===== config.mk =====
export PLATFORM = sky130hd
export DESIGN_NAME = btn_conditioner_flat
export DESIGN_NICKNAME = d
export VERILOG_FILES = /design/src/rtl/btn_conditioner_pkg.sv /design/src/rtl/btn_conditioner_if.sv /design/src/rtl/btn_conditioner_db_channel.sv /design/src/rtl/btn_conditioner.sv /design/src/flat_wrapper.sv
export SDC_FILE = /design/constraint.sdc
export NUM_CORES = 1
export LEC_CHECK = 0
export ABC_AREA = 1
export CAP_MARGIN = 20
export CORE_MARGIN = 5
export CORE_UTILIZATION = 55
export DETAILED_ROUTE_END_ITERATION = 8
export GPL_TIMING_DRIVEN = 0
export PLACE_DENSITY = 0.77
export SETUP_SLACK_MARGIN = 0.05
export SYNTH_ARGS = -nofsm -noshare
export SYNTH_HDL_FRONTEND = slang
export SYNTH_SLANG_ARGS = --single-unit
export TNS_END_PERCENT = 10

===== constraint.sdc =====
create_clock -name clk -period 3.1 [get_ports clk]
set_input_delay 0.465 -clock clk [delete_from_list [all_inputs] [get_ports clk]]
set_output_delay 0.465 -clock clk [all_outputs]
set_load 0.02 [all_outputs]

===== src/rtl/btn_conditioner_pkg.sv =====
// Shared types and helpers for the push-button conditioner.
package btn_pkg;

    // Per-channel debounce state.
    //   ZERO    | accepted low, watching for a rising level
    //   WAIT_HI | rising level seen, counting sample ticks before accepting high
    //   ONE     | accepted high, long-press counter running
    //   WAIT_LO | falling level seen, counting sample ticks before accepting low
    typedef enum logic [1:0] {
        ZERO    = 2'd0,
        WAIT_HI = 2'd1,
        ONE     = 2'd2,
        WAIT_LO = 2'd3
    } db_state_t;

    // Debounced level for a given state.
    // Early mode reports the new level as soon as the first edge is seen and
    // then locks out. Delayed mode reports it only once the level is accepted.
    function automatic logic db_level(input db_state_t st, input bit early);
        if (early) begin
            return (st == WAIT_HI) || (st == ONE);
        end
        return (st == ONE) || (st == WAIT_LO);
    endfunction

endpackage


===== src/rtl/btn_conditioner_if.sv =====
// Button-side bundle: raw levels in, conditioned level and event ticks out.
// rel is the release tick; the plain word is a reserved keyword.
interface btn_conditioner_if #(
    parameter int N = 4
);
    logic [N-1:0] btn;
    logic [N-1:0] db;
    logic [N-1:0] press;
    logic [N-1:0] rel;
    logic [N-1:0] long_tick;

    modport master (
        output btn,
        input  db,
        input  press,
        input  rel,
        input  long_tick
    );

    modport slave (
        input  btn,
        output db,
        output press,
        output rel,
        output long_tick
    );
endinterface


===== src/rtl/btn_conditioner_db_channel.sv =====
// One debounce channel: state machine, tick counters and registered outputs.
//
//   state   | meaning
//   --------+-------------------------------------------------------------
//   ZERO    | accepted low; a high sample starts WAIT_HI
//   WAIT_HI | counting DB_TICKS sample ticks toward accepting high
//   ONE     | accepted high; lcnt counts ticks toward the long press
//   WAIT_LO | counting DB_TICKS sample ticks toward accepting low
module db_channel
    import btn_pkg::*;
#(
    parameter int DB_TICKS   = 3,
    parameter int LONG_TICKS = 100,
    parameter bit EARLY      = 1'b0
) (
    input  logic clk,
    input  logic reset,
    input  logic s,
    input  logic stick,
    output logic db,
    output logic press,
    output logic rel,
    output logic long_tick
);

    localparam int CW = $clog2(DB_TICKS + 1);
    localparam int LW = $clog2(LONG_TICKS + 1);
    localparam logic [CW-1:0] CNT_LAST = CW'(DB_TICKS - 1);
    localparam logic [LW-1:0] LCNT_MAX = LW'(LONG_TICKS);

    db_state_t     state;
    db_state_t     state_nxt;
    logic [CW-1:0] cnt;
    logic [CW-1:0] cnt_nxt;
    logic [LW-1:0] lcnt;
    logic [LW-1:0] lcnt_nxt;
    logic          cnt_done;
    logic          db_nxt;

    // The tick on which cnt reaches DB_TICKS closes the debounce window.
    assign cnt_done = stick && (cnt == CNT_LAST);
    assign db_nxt   = db_level(state, EARLY);

    // State and counter registers.
    always_ff @(posedge clk) begin
        if (reset) begin
            state <= ZERO;
            cnt   <= '0;
            lcnt  <= '0;
        end else begin
            state <= state_nxt;
            cnt   <= cnt_nxt;
            lcnt  <= lcnt_nxt;
        end
    end

    // Next-state and counter update. A level reversal during a debounce
    // window aborts it in delayed mode; early mode rides out the whole
    // window and decides on the level present when it closes.
    always_comb begin
        state_nxt = state;
        cnt_nxt   = cnt;
        lcnt_nxt  = lcnt;
        unique case (state)
            ZERO: begin
                if (s) begin
                    state_nxt = WAIT_HI;
                    cnt_nxt   = '0;
                end
            end
            WAIT_HI: begin
                if (!EARLY && !s) begin
                    state_nxt = ZERO;
                end else if (stick) begin
                    cnt_nxt = cnt + CW'(1);
                    if (cnt_done) begin
                        if (s) begin
                            state_nxt = ONE;
                            lcnt_nxt  = '0;
                        end else begin
                            state_nxt = ZERO;
                        end
                    end
                end
            end
            ONE: begin
                if (!s) begin
                    // lcnt is kept so a bounce that returns to ONE resumes the hold.
                    state_nxt = WAIT_LO;
                    cnt_nxt   = '0;
                end else if (stick && (lcnt != LCNT_MAX)) begin
                    lcnt_nxt = lcnt + LW'(1);
                end
            end
            WAIT_LO: begin
                if (!EARLY && s) begin
                    state_nxt = ONE;
                end else if (stick) begin
                    cnt_nxt = cnt + CW'(1);
                    if (cnt_done) begin
                        state_nxt = s ? ONE : ZERO;
                    end
                end
            end
            default: begin
                state_nxt = ZERO;
            end
        endcase
    end

    // Output registers: events fire in the first cycle the new db level is
    // visible, and long_tick in the cycle lcnt first reaches LONG_TICKS.
    always_ff @(posedge clk) begin
        if (reset) begin
            db        <= 1'b0;
            press     <= 1'b0;
            rel       <= 1'b0;
            long_tick <= 1'b0;
        end else begin
            db        <= db_nxt;
            press     <= db_nxt & ~db;
            rel       <= ~db_nxt & db;
            long_tick <= (lcnt_nxt == LCNT_MAX) && (lcnt != LCNT_MAX);
        end
    end

endmodule


===== src/rtl/btn_conditioner.sv =====
// N-channel push-button front end: shared sample-tick prescaler, two-flop
// synchronisers and one debounce channel per button.
module btn_conditioner
    import btn_pkg::*;
#(
    parameter int N          = 4,
    parameter int PRESCALE   = 1_000_000,
    parameter int DB_TICKS   = 3,
    parameter int LONG_TICKS = 100,
    parameter bit EARLY      = 1'b0
) (
    input  logic            clk,
    input  logic            reset,
    btn_conditioner_if.slave bus
);

    localparam int PW = $clog2(PRESCALE);
    localparam logic [PW-1:0] PS_LAST = PW'(PRESCALE - 1);

    logic [PW-1:0] pcnt;
    logic          stick;
    logic [N-1:0]  sync_a;
    logic [N-1:0]  s;
    logic [N-1:0]  db_v;
    logic [N-1:0]  press_v;
    logic [N-1:0]  rel_v;
    logic [N-1:0]  long_v;

    assign stick = (pcnt == PS_LAST);

    // Free-running sample-tick prescaler shared by every channel.
    always_ff @(posedge clk) begin
        if (reset) begin
            pcnt <= '0;
        end else if (stick) begin
            pcnt <= '0;
        end else begin
            pcnt <= pcnt + PW'(1);
        end
    end

    // Two-flop synchroniser for the asynchronous button levels.
    always_ff @(posedge clk) begin
        if (reset) begin
            sync_a <= '0;
            s      <= '0;
        end else begin
            sync_a <= bus.btn;
            s      <= sync_a;
        end
    end

    for (genvar i = 0; i < N; i++) begin : g_ch
        db_channel #(
            .DB_TICKS   (DB_TICKS),
            .LONG_TICKS (LONG_TICKS),
            .EARLY      (EARLY)
        ) u_ch (
            .clk       (clk),
            .reset     (reset),
            .s         (s[i]),
            .stick     (stick),
            .db        (db_v[i]),
            .press     (press_v[i]),
            .rel       (rel_v[i]),
            .long_tick (long_v[i])
        );
    end

    assign bus.db        = db_v;
    assign bus.press     = press_v;
    assign bus.rel       = rel_v;
    assign bus.long_tick = long_v;

endmodule


===== src/flat_wrapper.sv =====
// flat-port wrapper written by rule: the top's interface ports become plain ports
module btn_conditioner_flat import btn_pkg::*;
#(
    parameter int N          = 4,
    parameter int PRESCALE   = 1_000_000,
    parameter int DB_TICKS   = 3,
    parameter int LONG_TICKS = 100,
    parameter bit EARLY      = 1'b0
)
  (clk, reset, bus_btn, bus_db, bus_press, bus_rel, bus_long_tick);
  btn_conditioner_if #(.N(N)) bus_i ();
  input  logic clk;
  input  logic reset;
  input wire logic [$bits(bus_i.btn)-1:0] bus_btn;
  output wire logic [$bits(bus_i.db)-1:0] bus_db;
  output wire logic [$bits(bus_i.press)-1:0] bus_press;
  output wire logic [$bits(bus_i.rel)-1:0] bus_rel;
  output wire logic [$bits(bus_i.long_tick)-1:0] bus_long_tick;
  assign bus_i.btn = bus_btn;
  assign bus_db = bus_i.db;
  assign bus_press = bus_i.press;
  assign bus_rel = bus_i.rel;
  assign bus_long_tick = bus_i.long_tick;
  btn_conditioner #(.N(N), .PRESCALE(PRESCALE), .DB_TICKS(DB_TICKS), .LONG_TICKS(LONG_TICKS), .EARLY(EARLY)) u_core (.clk(clk), .reset(reset), .bus(bus_i));
endmodule

==> summary.md <==
| Metric | Value |
|---|---|
| Status | `finished clean` |
| Die height | `108 um` |
| Max Cap Viol | `0` |
| Crit path max-delay cell type | `dfxtp_1` |
| CP Data Required Time | `3.36 ns` |
| Async SR Flop Fraction | `0%` |
| Synth top area cells | `dfxtp_1 34%, nand2_1 14%, inv_1 8.6%, nor2_1 7.9%, ha_1 6.9%` |
| Placed inst area | `5610 um^2` |
| Clock share of power | `22.5%` |
| Min Tclk post-route | `2.32 ns` |
| Worst path cell trace | `ha_1, nand3_2, nor2_4, nand3_2, nor2_4, buf_4, nand3_1, nand2_1, nand3_1, a21oi_1, nor2_1, nand2_1, nor2_1` |
| Lkg Pwr | `2.59 nW` |
| Worst setup margin | `0.778 ns` |
| Syn_area_per_cell | `6.42 um^2` |
| Root Buffer Master | `clkbuf_8` |
| Die ar. | `11600 um^2` |
| CP Class | `reg -> reg` |
| Net Switching | `1.54 mW` |
| Via count | `5134` |
| DRT antenna net count | `0` |
| Post-synth EDFFs | `0` |
| Synth Instances | `817` |
| Number of vias per cell | `5.23` |
| GRT overflow | `0` |
| Fin cells | `982` |
| CTS buffer count | `9` |
| Worst setup SP type | `register` |
| Post-synth top flop | `dfxtp_1` |
| Hold Buf Count CTS | `0` |
| DP HPWL | `8.86 mm` |
| Sw frac | `40.3%` |
| Synth cell types | `30` |
| Placed Cells | `966` |
| First-pass GRT wire length | `20.8 mm` |
| Layout cells sized above 1 | `5.04%` |
| Setup slack at placement | `0.794 ns` |
| Synthesized Nets | `852` |
| Final RePlAce weighted congestion | `0.955` |
| Clock slew at reported path FFs | `0.09 ns` |
| Pwr/cell area | `655 nW/um^2` |
| Syn Std Cell Area | `5250 um^2` |
| Hold Vio Cnt, Final | `0` |
| Commonest non-fill, non-tap cell in the layout | `nand2_1` |
| Endpoint class of the critical path | `register` |
| Post-Route WL | `12.2 mm` |
| DRC Markers | `0` |
| Width of the die | `108 um` |
| Final Cycle Share | `74.9%` |
| Total Power | `3.82 mW` |
| Most frequent cells in the layout | `199 x nand2_1, 120 x inv_1, 111 x nor2_1, 88 x dfxtp_1, 70 x nand3_1` |
| CTS sink count | `88` |
| Vias in the first global route | `4718` |
| Largest net degree at the start of global routing | `15` |
| Design area | `5830 um^2` |
| Post-CTS setup repair buffer count | `0` |
| Number of diodes | `0` |
| Core area | `9280 um^2` |
| Unrepaired setup endpoints after global routing | `false` |
| Hold Path Class | `reg -> reg` |
| Drt first-iter violations | `361` |
| DRT Pass-1 Iters | `5` |
| Synth top area share | `33.6%` |
| Final setup viols | `0` |
| Utilization after layout | `62.8%` |
| Initial antenna violation count | `0` |
| Reg power frac | `38.9%` |
| CTS tree | `yes` |
| Part of the power in combinational logic | `38.6%` |
| Worst-path maximum fanout | `10` |
| Nets@finish | `883` |
| Final Max Slew Viols | `0` |
| Number of port buffers | `20` |
| Area growth syn-to-layout | `11.0%` |
| Slew @ Worst Pin | `0.719 ns` |
| Maximum clock path buffer count | `2` |
| Pint | `2.28 mW` |
| # rows | `35` |
| Sequential fraction of the synthesis area | `33.6%` |
| Clock latency on the worst-skew pair | `0.36 ns` |
| Cts repair resizes | `0` |
| WL per Instance | `12.5 um` |
| Initial Utilization | `56.5%` |
| Max Clock Freq | `0.431 GHz` |
| Depth of the CTS H-tree | `3` |
| GRT Overall Usage | `21.9%` |
| I/O pin cnt | `22` |
| IR drop worst, VDD | `0.394 mV` |
| Hold WS | `0.405 ns` |
| Synth area leader | `dfxtp_1` |
| Synth warnings | `0` |
| Normalized max-slew margin | `52.1%` |
| Clock skew | `0.0154 ns` |
| Crit-path max cell delay | `0.36 ns` |
| Worst Path Arrival | `2.59 ns` |
| Fin Setup TNS | `0 ns` |
| Synth Register Bits | `88` |
registers in the layout (all words and copies together), names as in the netlist, named ones only:
register,count
u_core.sync_a,4
u_core.g_ch.u_ch.state,4
u_core.g_ch.u_ch.cnt,8
u_core.g_ch.u_ch.press,4
u_core.pcnt,20
u_core.g_ch.u_ch.lcnt,28
u_core.g_ch.u_ch.rel,4
u_core.g_ch.u_ch.long_tick,4
u_core.s,4
u_core.g_ch.u_ch.db,4
cell usage after synthesis (3+ instances only):
library cell,instances
a21oi_1,61
nor2_4,3
a211oi_1,3
dfxtp_1,88
nand4_1,24
nand2_1,199
ha_1,29
nand3b_1,3
o21ai_0,25
clkinv_1,3
buf_4,17
and2_1,4
nand3_1,70
nor3_1,16
xor2_1,4
nor2_1,111
a31oi_1,4
inv_1,120
clkbuf_1,18
worst max-delay path: cells and delay by family (launching register included):
kind,cells,cell delay (ns)
AOI/OAI and AO/OA,1,0.19
adders and majority gates,1,0.22
buffers and inverters,1,0.27
DFF,1,0.36
and+or+nand+nor,10,1.20
metal layers:
| layer | vias to the layer above | part of all wire (%) | global-route usage, % |
|---|---|---|---|
| met1 | 2347 | 47 | 28.2 |
| met3 | 14 | 5.3 | 2.82 |
| met2 | 135 | 46 | 37.5 |
| met5 | - | 0 | 0 |
| met4 | 0 | 1.5 | 7.21 |
| li1 | 2638 | - | - |
kinds of logic after synthesis:
group,synth area share [%]
simple gates,36.0
buf+inv,12.9
compound gates,9.70
flops,33.6
fa+ha+maj,6.91
xor+xnor,0.834
path summary, 6_finish.rpt:
path                                   endpoint        startpoint  cells after the start  slack [ns]
setup / recovery  u_core.g_ch[2].u_ch.long_tick    u_core.pcnt[0]                     13        0.78
hold / removal                      u_core.s[3]  u_core.sync_a[3]                      2        0.40
setup reg to reg  u_core.g_ch[2].u_ch.long_tick    u_core.pcnt[0]                     13        0.78
hold reg to reg                     u_core.s[3]  u_core.sync_a[3]                      2        0.40
cell type report:
cell class	count	area, um^2
Clock inverter	4	51.3
Sequential cell	88	1760
Tap cell	129	161
Multi-Input combinational cell	569	2810
Inverter	123	462
Timing Repair Buffer	20	200
Clock buffer	12	165
Buffer	37	218
Fill cell	879	3460
power by group through the flow:
stage	Sequential (mW)	Clock [mW]	Combinational (mW)
final	1.49	0.860	1.47
after global routing	1.51	0.925	1.70
after CTS	1.48	0.874	1.46
after detailed placement	1.50	0	1.46
after global placement	1.50	0	1.40
after floorplan	1.46	0	1.14
(Power assumes the default switching activity.)
